## src/rtl/disp_frame_fetch_ctrl_if.sv

```systemverilog
//==============================================================================
// Module : disp_frame_fetch_ctrl_if
// Brief  : Pixel memory read bus between the frame-fetch scheduler and memory.
// Rev    : 1.0  initial release
//==============================================================================
`default_nettype none

interface disp_frame_fetch_ctrl_if #(
  parameter int AW = 16,
  parameter int DW = 24
);
  logic          rd_en;
  logic [AW-1:0] rd_addr;
  logic [DW-1:0] rd_data;

  modport master (output rd_en, output rd_addr, input rd_data);
  modport slave  (input rd_en, input rd_addr, output rd_data);
endinterface

`default_nettype wire

```

## src/rtl/disp_frame_fetch_ctrl.sv

```systemverilog
//==============================================================================
// Module : disp_frame_fetch_ctrl
// Brief  : Display frame-fetch scheduler. Issues bottom-up BMP pixel reads from
//          sync/de timing, re-aligns sync/de with read data, flags bad frames.
//          Optional macro DISP_FETCH_ERR_CNT_EN adds o_err_cnt.
// Rev    : 1.0  initial release
//==============================================================================
`default_nettype none

module disp_frame_fetch_ctrl #(
  parameter int HRES   = 4,
  parameter int VRES   = 4,
  parameter int AW     = 16,
  parameter int DW     = 24,
  parameter int RD_LAT = 1
) (
  input  wire            i_clk,
  input  wire            rst,
  input  wire            i_en,
  input  wire [AW-1:0]   i_base_addr,
  input  wire            i_hsync,
  input  wire            i_vsync,
  input  wire            i_de,
  disp_frame_fetch_ctrl_if.master mem,
  output logic           o_hsync,
  output logic           o_vsync,
  output logic           o_de,
  output logic [DW-1:0]  o_pix,
  output logic           o_frame_err
`ifdef DISP_FETCH_ERR_CNT_EN
  ,
  output logic [15:0]    o_err_cnt
`endif
);

  localparam int CW = $clog2(HRES + 1);
  localparam int LW = $clog2(VRES + 3);

  localparam logic [AW-1:0] C_HRES_AW      = AW'(HRES);
  localparam logic [AW-1:0] C_LAST_ROW_OFS = AW'((VRES - 1) * HRES);
  localparam logic [CW-1:0] C_HRES_CW      = CW'(HRES);
  localparam logic [LW-1:0] C_VRES_LW      = LW'(VRES);

  typedef enum logic [1:0] {
    ST_IDLE   = 2'd0,
    ST_VBLANK = 2'd1,
    ST_ACTIVE = 2'd2,
    ST_HBLANK = 2'd3
  } state_t;

  state_t          r_state;
  logic            r_vsync_d;
  logic            r_de_d;
  logic [AW-1:0]   r_row_base;
  logic [CW-1:0]   r_col;
  logic [LW-1:0]   r_line;
  logic            r_rd_en;
  logic [AW-1:0]   r_rd_addr;
  logic            r_frame_err;
  logic [RD_LAT:0] r_hs_pipe;
  logic [RD_LAT:0] r_vs_pipe;
  logic [RD_LAT:0] r_de_pipe;
  logic [RD_LAT:0] r_vld_pipe;
`ifdef DISP_FETCH_ERR_CNT_EN
  logic [15:0]     r_err_cnt;
`endif

  logic          w_fs;
  logic          w_de_fall;
  logic          w_fetching;
  logic          w_in_range;
  logic          w_issue;
  logic [LW-1:0] w_line_end;
  logic          w_end_err;

  assign w_fs       = i_vsync & ~r_vsync_d;
  assign w_de_fall  = ~i_de & r_de_d;
  assign w_fetching = (r_state != ST_IDLE);
  assign w_in_range = (r_col < C_HRES_CW) && (r_line < C_VRES_LW);
  assign w_issue    = w_fetching & ~w_fs & i_de & w_in_range;

  // A line cut short by vsync while de is still high still counts as a line.
  assign w_line_end = r_line + {{(LW-1){1'b0}}, (r_state == ST_ACTIVE)};
  assign w_end_err  = w_fetching && (w_line_end != C_VRES_LW);

  always_ff @(posedge i_clk or posedge rst) begin
    if (rst) begin
      r_state     <= ST_IDLE;
      r_vsync_d   <= 1'b0;
      r_de_d      <= 1'b0;
      r_row_base  <= '0;
      r_col       <= '0;
      r_line      <= '0;
      r_rd_en     <= 1'b0;
      r_rd_addr   <= '0;
      r_frame_err <= 1'b0;
      r_hs_pipe   <= '0;
      r_vs_pipe   <= '0;
      r_de_pipe   <= '0;
      r_vld_pipe  <= '0;
`ifdef DISP_FETCH_ERR_CNT_EN
      r_err_cnt   <= '0;
`endif
    end else begin
      r_vsync_d  <= i_vsync;
      r_de_d     <= i_de;
      r_hs_pipe  <= {r_hs_pipe[RD_LAT-1:0], i_hsync};
      r_vs_pipe  <= {r_vs_pipe[RD_LAT-1:0], i_vsync};
      r_de_pipe  <= {r_de_pipe[RD_LAT-1:0], i_de};
      r_vld_pipe <= {r_vld_pipe[RD_LAT-1:0], w_issue};
      r_rd_en    <= w_issue;
      if (w_issue) begin
        r_rd_addr <= r_row_base + AW'(r_col);
      end

      if (w_fs) begin
        // End check of the previous frame replaces any error it accumulated.
        r_frame_err <= w_end_err;
`ifdef DISP_FETCH_ERR_CNT_EN
        if (w_end_err && (r_err_cnt != 16'hFFFF)) begin
          r_err_cnt <= r_err_cnt + 16'd1;
        end
`endif
        r_row_base <= i_base_addr + C_LAST_ROW_OFS;
        r_col      <= '0;
        r_line     <= '0;
        r_state    <= i_en ? ST_VBLANK : ST_IDLE;
      end else if (w_fetching) begin
        case (r_state)
          ST_VBLANK: if (i_de)  r_state <= ST_ACTIVE;
          ST_ACTIVE: if (!i_de) r_state <= ST_HBLANK;
          ST_HBLANK: if (i_de)  r_state <= ST_ACTIVE;
          default:              r_state <= ST_IDLE;
        endcase

        if (i_de) begin
          if (w_in_range) begin
            r_col <= r_col + CW'(1);
          end else begin
            r_frame_err <= 1'b1;
          end
        end

        if (w_de_fall) begin
          r_row_base <= r_row_base - C_HRES_AW;
          r_col      <= '0;
          if (r_line <= C_VRES_LW) begin
            r_line <= r_line + LW'(1);
          end
          if (r_col != C_HRES_CW) begin
            r_frame_err <= 1'b1;
          end
        end
      end
    end
  end

  assign mem.rd_en   = r_rd_en;
  assign mem.rd_addr = r_rd_addr;

  assign o_hsync     = r_hs_pipe[RD_LAT];
  assign o_vsync     = r_vs_pipe[RD_LAT];
  assign o_de        = r_de_pipe[RD_LAT];
  assign o_pix       = r_vld_pipe[RD_LAT] ? mem.rd_data : '0;
  assign o_frame_err = r_frame_err;
`ifdef DISP_FETCH_ERR_CNT_EN
  assign o_err_cnt   = r_err_cnt;
`endif

endmodule

`default_nettype wire

```

## src/flat_wrapper.sv

```systemverilog
// flat-port wrapper written by rule: the top's interface ports become plain ports
module disp_frame_fetch_ctrl_flat 
#(
  parameter int HRES   = 4,
  parameter int VRES   = 4,
  parameter int AW     = 16,
  parameter int DW     = 24,
  parameter int RD_LAT = 1
)
  (i_clk, rst, i_en, i_base_addr, i_hsync, i_vsync, i_de, o_hsync, o_vsync, o_de, o_pix, o_frame_err, mem_rd_en, mem_rd_addr, mem_rd_data);
  disp_frame_fetch_ctrl_if #(.AW(AW), .DW(DW)) mem_i ();
  input  wire i_clk;
  input  wire rst;
  input  wire i_en;
  input  wire [AW-1:0] i_base_addr;
  input  wire i_hsync;
  input  wire i_vsync;
  input  wire i_de;
  output logic o_hsync;
  output logic o_vsync;
  output logic o_de;
  output logic [DW-1:0] o_pix;
  output logic o_frame_err;
  output wire logic [$bits(mem_i.rd_en)-1:0] mem_rd_en;
  output wire logic [$bits(mem_i.rd_addr)-1:0] mem_rd_addr;
  input wire logic [$bits(mem_i.rd_data)-1:0] mem_rd_data;
  assign mem_rd_en = mem_i.rd_en;
  assign mem_rd_addr = mem_i.rd_addr;
  assign mem_i.rd_data = mem_rd_data;
  disp_frame_fetch_ctrl #(.HRES(HRES), .VRES(VRES), .AW(AW), .DW(DW), .RD_LAT(RD_LAT)) u_core (.i_clk(i_clk), .rst(rst), .i_en(i_en), .i_base_addr(i_base_addr), .i_hsync(i_hsync), .i_vsync(i_vsync), .i_de(i_de), .mem(mem_i), .o_hsync(o_hsync), .o_vsync(o_vsync), .o_de(o_de), .o_pix(o_pix), .o_frame_err(o_frame_err));
endmodule
```

## config.mk

```make
export PLATFORM = sky130hd
export DESIGN_NAME = disp_frame_fetch_ctrl_flat
export DESIGN_NICKNAME = d
export VERILOG_FILES = /design/src/rtl/disp_frame_fetch_ctrl_if.sv /design/src/rtl/disp_frame_fetch_ctrl.sv /design/src/flat_wrapper.sv
export SDC_FILE = /design/constraint.sdc
export NUM_CORES = 1
export LEC_CHECK = 0
export CELL_PAD_IN_SITES_DETAIL_PLACEMENT = 2
export CELL_PAD_IN_SITES_GLOBAL_PLACEMENT = 2
export CORE_MARGIN = 2
export CORE_UTILIZATION = 29
export CTS_CLUSTER_DIAMETER = 80
export DETAILED_ROUTE_END_ITERATION = 8
export GPL_TIMING_DRIVEN = 0
export PLACE_DENSITY = 0.89
export SLEW_MARGIN = 20
export SYNTH_ARGS = -nofsm -noshare
export SYNTH_HDL_FRONTEND = slang
export SYNTH_SLANG_ARGS = --single-unit
export TNS_END_PERCENT = 5
```

## constraint.sdc

```tcl
create_clock -name i_clk -period 6.9 [get_ports i_clk]
set_clock_uncertainty 0.15 [all_clocks]
set_input_delay 2.07 -clock i_clk [delete_from_list [all_inputs] [get_ports i_clk]]
set_output_delay 2.07 -clock i_clk [all_outputs]
set_load 0.05 [all_outputs]
```

## After elaboration in Yosys (flattened, before gate mapping)

Cells that the tools add are included.

- Logic and storage cells: 75
- Register bits: 52

- Bitwise gates (word level): 8
- $add $sub $neg: 6
- Order comparisons: 3
- Reductions and logical operators: 13
- Eq/ne operators: 7
- Muxes and demuxes: 25

Operators by type and width:

| cell | count |
|---|---|
| $mux W16 | 3 |
| $mux W3 | 9 |
| $mux W24 | 1 |
| $add A16 B3 Y16 | 1 |
| $add A16 B4 Y16 const B | 1 |
| $sub A16 B3 Y16 const B | 1 |
| $reduce_and A3 Y1 | 3 |
| $mux W2 | 4 |
| $reduce_bool A2 Y1 | 4 |
| $mux W1 | 7 |
| $add A3 B1 Y3 const B | 2 |
| $lt A3 B3 Y1 const B | 2 |
| $ne A3 B3 Y1 const B | 2 |
| $reduce_bool A3 Y1 | 2 |
| $and A1 B1 Y1 | 5 |
| $eq A2 B2 Y1 const B | 2 |
| $pmux W2 S2 | 1 |
| $add A3 B1 Y3 | 1 |
| $le A3 B3 Y1 const B | 1 |
| $ne A3 B1 Y1 const B | 1 |
| $ne A3 B2 Y1 const B | 1 |
| $not A1 Y1 | 3 |
| $eq A2 B1 Y1 const B | 1 |
| $logic_and A1 B1 Y1 | 2 |
| 2 further kinds | 2 |

## Longest topological paths before layout

Gate-level depths: netlist (run 1).

- Depth after elaboration: 8
- Depth in mapped cells: 7
- Mapped depth without buffers: 6

## Worst setup path after synthesis (run 1)

OpenSTA, ideal clock, no wires.

- Path type: in2out
- Start point: in mem_rd_data[0]
- End point: out o_pix[0]
- Cell stages on the path: 1
- Required time: 4,680 ps
- Buffers on the path: 0
- Arrival time: 2,482 ps
- Path slack: 2,198 ps
- Cell sequence: and2_1

- Longest elaborated chain between the ends: 1

Ends and longest elaborated chain:

| element | line | text |
|---|---|---|
| start, declared | flat_wrapper.sv:26 | `input wire logic [$bits(mem_i.rd_data)-1:0] mem_rd_data;` |
| $mux W24 | disp_frame_fetch_ctrl.sv:164 | `assign o_pix = r_vld_pipe[RD_LAT] ? mem.rd_data : '0;` |
| end, declared | flat_wrapper.sv:22 | `output logic [DW-1:0] o_pix;` |

Every way passes these cells.

## Worst setup path in the final report (run 1)

- Start point: in mem_rd_data[9]
- End point: out o_pix[9]

The elaborated chain is that of the path after synthesis.

==> metrics.md, run 1 <==
| Metric | Value |
|---|---|
| ANT nets after route | 0 |
| Initial Util | 0.301 |
| Critical Path RT | 4680 ps |
| Final TNS setup | 0 ps |
| Clock latency on the worst-skew pair | 310 ps |
| Vias/cell | 5.10 |
| CTS Buf Count | 5 |
| Synth top area cells | dfrtp_1 41%, xnor2_1 6.2%, and2_1 5.3%, nand2_1 5.1%, ha_1 4.7% |
| Main combinational cell family by area after synthesis | simple AND/OR/NAND/NOR gates |
| Hold_buf cts | 0 |
| Max layer used | met4 |
| Largest net degree at the start of global routing | 31 |
| Power share of the sequential group | 0.346 |
| GRT overflow | 0 |
| CTS max path bufs | 2 |
| FP Rows | 36 |
| Chip Height | 105 um |
| Critical path startpoint | mem_rd_data[9] |
| Worst slew margin | 0.584 |
| Min-delay src | u_core.r_hs_pipe[0] |
| Register bit total from synthesis | 49 |
| Minimum clock period | 5720 ps |
| Critical path data arrival time | 3500 ps |
| Critical Path Sink Type | output pin |
| Synth Area in Adders | 0.0533 |
| Ratio of final minimum period to clock period | 0.830 |
| CP Class | in -> out |
| # nets final | 486 |
| Setup crit start kind | input port |
| Syn Nets | 388 |
| # diodes | 0 |
| Setup repair bufs after CTS | 0 |
| RSZ-0062 raised after global routing | false |
| Initial DRC count | 91 |
| Routability cong. | 0.745 |
| Residual DRC | 0 |
| Internal cell power | 660 uW |
| CTS root buffer | clkbuf_8 |
| Synth area leader | dfrtp_1 |
| Area grow syn2layout | 40.5% |
| DRT Pass-1 Iters | 4 |
| Final core utilization | 0.423 |
| Top-count cell post-synth | dfrtp_1 |
| Routed length per placed instance | 18.0 um |
| Maximum vdd drop | 86.3 uV |
| Hold violation count in the final report | 0 |
| Pleak | 0.00166 uW |
| Max cap viols | 0 |
| First-pass GRT wire length | 16.9 mm |
| HP Class | reg -> reg |
| H-tree depth | 2 |
| Switching Fraction | 0.436 |
| Die W | 105 um |
| Post-synthesis compound-gate area fraction | 0.121 |
| Outcome | finished clean |
| Crit path max fanout | 1 |
| Via Count | 2865 |
| Max frequency | 175 MHz |
| RR Startpoint | u_core.r_row_base[3] |
| Clk slew on worst S/H paths | 100 ps |
| Pwr Density | 282 nW/um2 |
| Core ar. | 9820 um2 |
| Routed WL | 10.1 mm |
| Met3 wire len | 480 um |
| Mux cell area share after synthesis | 0.0241 |
| Met2 WL | 5.22 mm |
| Clock sink count | 49 |
| Share of layout cells above drive strength 1 | 0.0513 |
| Proportion of synthesized chip area in sequential cells | 0.415 |
| Initial antenna violation count | 0 |
| Comb power frac | 0.471 |
| Number of buffers added on ports | 90 |
| Met1 wire length | 4.31 mm |
| Post-Synth XOR/XNOR Area | 0.0770 |
| Full die area | 11000 um2 |
| Setup violations, final | 0 |
| Register-to-register setup slack | 4430 ps |
| Cells after Synth | 330 |
| Dpl hpwl | 8.08 mm |
| Share of flip-flops with an asynchronous set or reset | 1.00 |
| Commonest cells in the netlist | 49 x dfrtp_1, 40 x nand2_1, 25 x and2_1 |
| Top_reg_cell synth | dfrtp_1 |
| I/O pins | 91 |
| CTS resizes | 0 |
| Post-synth EDFFs | 0 |
| Clock power share | 0.182 |
| Vias in the first global route | 3192 |
| Mapped Area | 2960 um2 |
| Library cells used by synthesis | 47 |
| Syn avg cell area | 8.96 um2 |
| Gr usage total | 0.189 |
| TritonCTS clock tree | done |
| Synth warn | 0 |
| Slew Limit Fails | 0 |
| NetSw | 511 uW |
| Worst-Margin Slew | 625 ps |
| Synth Area in Simple Gates | 0.263 |
| Yosys top cell area share | 0.415 |
placed cells by master (no fill, tap or decap), types with 4 or more instances in the layout:
master	synthesis	routed
inv_1	15	14
or4_1	7	7
clkdlybuf4s50_1	0	90
and2_1	25	25
o211ai_1	6	6
dfrtp_1	49	49
clkbuf_8	0	5
nand3_1	9	9
xnor2_1	21	21
o31ai_1	4	4
a21oi_1	6	6
clkbuf_1	15	16
nor3_1	9	9
nand4_1	7	7
mux2i_1	6	6
a31oi_1	7	7
o21ai_0	18	18
xor2_1	5	5
ha_1	11	11
nor2_1	24	24
nand2_1	40	40
nor4_1	4	4
stage by stage:
step	hold WS [ps]	area (um2)	std cells	power, uW	worst slack [ps]
2_1_floorplan	181	2960	330	753	2200
3_3_place_gp	185	4020	553	930	1170
3_5_place_dp	189	4040	554	968	1150
4_1_cts	220	4160	562	1180	1150
5_1_grt	242	4160	562	1240	1110
6_report	216	4160	562	1170	1180
layout make-up:
cell class | count | area [um2]
Inverter | 15 | 56.3
Sequential cell | 49 | 1230
Buffer | 19 | 81.3
Clock inverter | 2 | 38.8
Clock buffer | 6 | 72.6
Timing Repair Buffer | 91 | 921
Multi-Input combinational cell | 247 | 1590
Fill cell | 1110 | 5660
Tap cell | 133 | 166
routing by layer:
metal / global-route usage / vias up
li1: - / 1349
met1: 0.229 / 1416
met2: 0.345 / 91
met3: 0.0349 / 9
met4: 0.0438 / 0
met5: 0 / -
power groups by stage:
stage | clock, uW | combinational, uW | sequential, uW
after global placement | 0 | 526 | 404
after detailed placement | 0 | 556 | 412
final | 214 | 552 | 405
after CTS | 218 | 559 | 408
after global routing | 229 | 594 | 417
after floorplan | 0 | 218 | 535
path summary, 6_finish.rpt:
| path | end | cells past startpoint |
|---|---|---|
| max | o_pix[9] | 3 |
| min | u_core.r_hs_pipe[1] | 0 |
| max reg2reg | u_core.r_row_base[12] | 6 |
| min reg2reg | u_core.r_hs_pipe[1] | 0 |
| max in group asynchronous | u_core.r_row_base[12] | 3 |
| min in group asynchronous | u_core.r_hs_pipe[1] | 2 |
flip-flops by register name (all words and copies together), names as in the netlist, 2 cells and up:
name,flops
u_core.r_line,3
u_core.mem.rd_addr,16
u_core.r_col,3
u_core.r_state,2
u_core.r_vld_pipe,2
u_core.r_hs_pipe,2
u_core.r_row_base,16
u_core.r_vs_pipe,2
u_core.r_de_pipe,2
kinds of logic after synthesis:
kind of cell             count (synthesis)
AO/OA/AOI/OAI                           55
multiplexers                             7
buffers and inverters                   34
flip-flops                              49
XOR/XNOR                                26
adder cells (fa/ha/maj)                 12
AND/OR/NAND/NOR                        147
critical path, stage by stage:
cell	delay, ps
clkdlybuf4s50_1	480
and2_1	120
clkdlybuf4s50_1	830
Power figures use the tool's default switching activity.
==> inputs of run 2 (changes only) <==
--- a/config.mk
+++ b/config.mk
@@ -8,11 +8,11 @@
 export CELL_PAD_IN_SITES_DETAIL_PLACEMENT = 2
 export CELL_PAD_IN_SITES_GLOBAL_PLACEMENT = 2
 export CORE_MARGIN = 2
-export CORE_UTILIZATION = 29
+export CORE_UTILIZATION = 27
 export CTS_CLUSTER_DIAMETER = 80
 export DETAILED_ROUTE_END_ITERATION = 8
 export GPL_TIMING_DRIVEN = 0
-export PLACE_DENSITY = 0.89
+export PLACE_DENSITY = 0.84
 export SLEW_MARGIN = 20
 export SYNTH_ARGS = -nofsm -noshare
 export SYNTH_HDL_FRONTEND = slang
==> constraint.sdc (replaced) <==
create_clock -name i_clk -period 5.96 [get_ports i_clk]
set_clock_uncertainty 0.15 [all_clocks]
set_input_delay 1.788 -clock i_clk [delete_from_list [all_inputs] [get_ports i_clk]]
set_output_delay 1.788 -clock i_clk [all_outputs]
set_load 0.05 [all_outputs]
==> metrics.md, run 2 (synthesis results as in run 1) <==
| Metric | Value |
|---|---|
| Buf/Inv on CP | 2 |
| Vias in the first global route | 3048 |
| ANT nets after route | 0 |
| Hold_buf cts | 0 |
| Critical Path Sink Type | output pin |
| Clock latency on the worst-skew pair | 300 ps |
| Critical path data arrival time | 3220 ps |
| Number of buffers added on ports | 90 |
| Ratio of final minimum period to clock period | 0.865 |
| Hold violation count in the final report | 0 |
| Initial antenna violation count | 0 |
| Commonest non-fill, non-tap cell in the layout | clkdlybuf4s50_1 |
| Clk slew on worst S/H paths | 90 ps |
| CP peak stage delay | 810 ps |
| CTS root buffer | clkbuf_8 |
| CP delay by family, top | buffers and inverters |
| Minimum clock period | 5150 ps |
| Setup crit start kind | input port |
| Routed WL | 9.63 mm |
| Pleak | 0.00166 uW |
| RSZ-0062 raised after global routing | false |
| H-tree depth | 2 |
| Core ar. | 10700 um2 |
| Slew Limit Fails | 0 |
| Die W | 109 um |
| CTS resizes | 0 |
| Via Count | 2845 |
| GRT overflow | 0 |
| Full die area | 11800 um2 |
| Dpl hpwl | 7.70 mm |
| DRT Pass-1 Iters | 4 |
| Area grow syn2layout | 41.0% |
| Slowest library cell on the worst path | clkdlybuf4s50_1 |
| # nets final | 486 |
| Min-delay src | u_core.r_hs_pipe[0] |
| Max cap viols | 0 |
| Hold worst-path end | u_core.r_hs_pipe[1] |
| Setup repair bufs after CTS | 0 |
| Residual DRC | 0 |
| Fillers | 1215 |
| I/O pins | 91 |
| CTS Buf Count | 5 |
| Cell count of the worst reg-to-reg path | 6 |
| First-pass GRT wire length | 15.5 mm |
| Max frequency | 194 MHz |
| Initial DRC count | 124 |
| CP Class | in -> out |
| Largest net degree at the start of global routing | 30 |
| Most frequent CP cell | clkdlybuf4s50_1 |
| Crit path max fanout | 1 |
| Dpl ws | 784 ps |
| Initial Util | 0.275 |
| TritonCTS clock tree | done |
| Critical Path, Cell by Cell | clkdlybuf4s50_1 > and2_1 > clkdlybuf4s50_1 |
| Pwr Total | 1360 uW |
| Final TNS setup | 0 ps |
| Routed length per placed instance | 16.9 um |
| Chip Height | 109 um |
| Clock sink count | 49 |
| Routability cong. | 0.751 |
| Maximum vdd drop | 165 uV |
| Hold path depth | 0 |
| Vias/cell | 5.00 |
| Crit Reg-Reg Endpoint | u_core.r_row_base[12] |
| CTS max path bufs | 2 |
| Pwr Density | 326 nW/um2 |
| Critical Path RT | 4020 ps |
| Final worst setup slack | 805 ps |
| RR Startpoint | u_core.r_row_base[3] |
| Most frequent cells in the layout | 90 x clkdlybuf4s50_1, 49 x dfrtp_1, 40 x nand2_1 |
| Worst slew margin | 0.579 |
| FP Rows | 38 |
| Register-to-register setup slack | 3470 ps |
| Gr usage total | 0.167 |
| Outcome | finished clean |
| # diodes | 0 |
| HP Class | reg -> reg |
| Share of layout cells above drive strength 1 | 0.0513 |
| Setup violations, final | 0 |
| Worst-Margin Slew | 631 ps |
run 2: report_power, final:
part	internal [uW]	total, uW	switching [uW]
Clock	137	250	112
Sequential	409	469	60.8
Combinational	230	638	408
Total	776	1360	582
run 2: area by class of cell:
| type | count | area, um2 | share of cell area |
|---|---|---|---|
| sequential | 49 | 1230 | 0.294 |
| clock inverter | 1 | 30.0 | 0.00720 |
| inverter | 15 | 56.3 | 0.0135 |
| clock buffer | 7 | 86.3 | 0.0207 |
| tap | 140 | 175 | 0.0420 |
| buffer | 19 | 81.3 | 0.0195 |
| timing repair buffer | 91 | 921 | 0.221 |
| multi-input combinational | 247 | 1590 | 0.382 |
run 2: per-stage QoR:
step / hold WS [ps] / utilization / cells / cell area, um2
CTS: 218 / 0.388 / 569 / 4170
detailed placement: 196 / 0.377 / 561 / 4050
finish: 214 / 0.388 / 569 / 4170
global route: 219 / 0.388 / 569 / 4170
floorplan: 181 / - / 330 / 2960
global placement: 186 / 0.375 / 560 / 4030
run 2: routing by layer:
metal	wire, um	global-route usage	part of all wire	vias to the layer above
met5	0	0	0	-
met1	4060	0.190	0.42	1402
li1	-	-	-	1351
met4	78	0.0357	0.0081	0
met2	4910	0.322	0.51	87
met3	580	0.0287	0.060	5
run 2: worst max path at each step:
stage,startpoint,end,cells after the start
after global routing,mem_rd_data[0],o_pix[0],3
after floorplan,mem_rd_data[0],o_pix[0],1
after detailed placement,mem_rd_data[4],o_pix[4],3
after CTS,mem_rd_data[4],o_pix[4],3
after global placement,mem_rd_data[5],o_pix[5],3
final,mem_rd_data[5],o_pix[5],3
==> inputs of run 3 (changes only) <==
--- a/config.mk
+++ b/config.mk
@@ -9,7 +9,7 @@
 export CELL_PAD_IN_SITES_GLOBAL_PLACEMENT = 2
 export CORE_MARGIN = 2
 export CORE_UTILIZATION = 27
-export CTS_CLUSTER_DIAMETER = 80
+export CTS_CLUSTER_DIAMETER = 120
 export DETAILED_ROUTE_END_ITERATION = 8
 export GPL_TIMING_DRIVEN = 0
 export PLACE_DENSITY = 0.84
==> results of run 3 <==
Same layout as run 2: the final DEF is identical, and so are final timing and power.
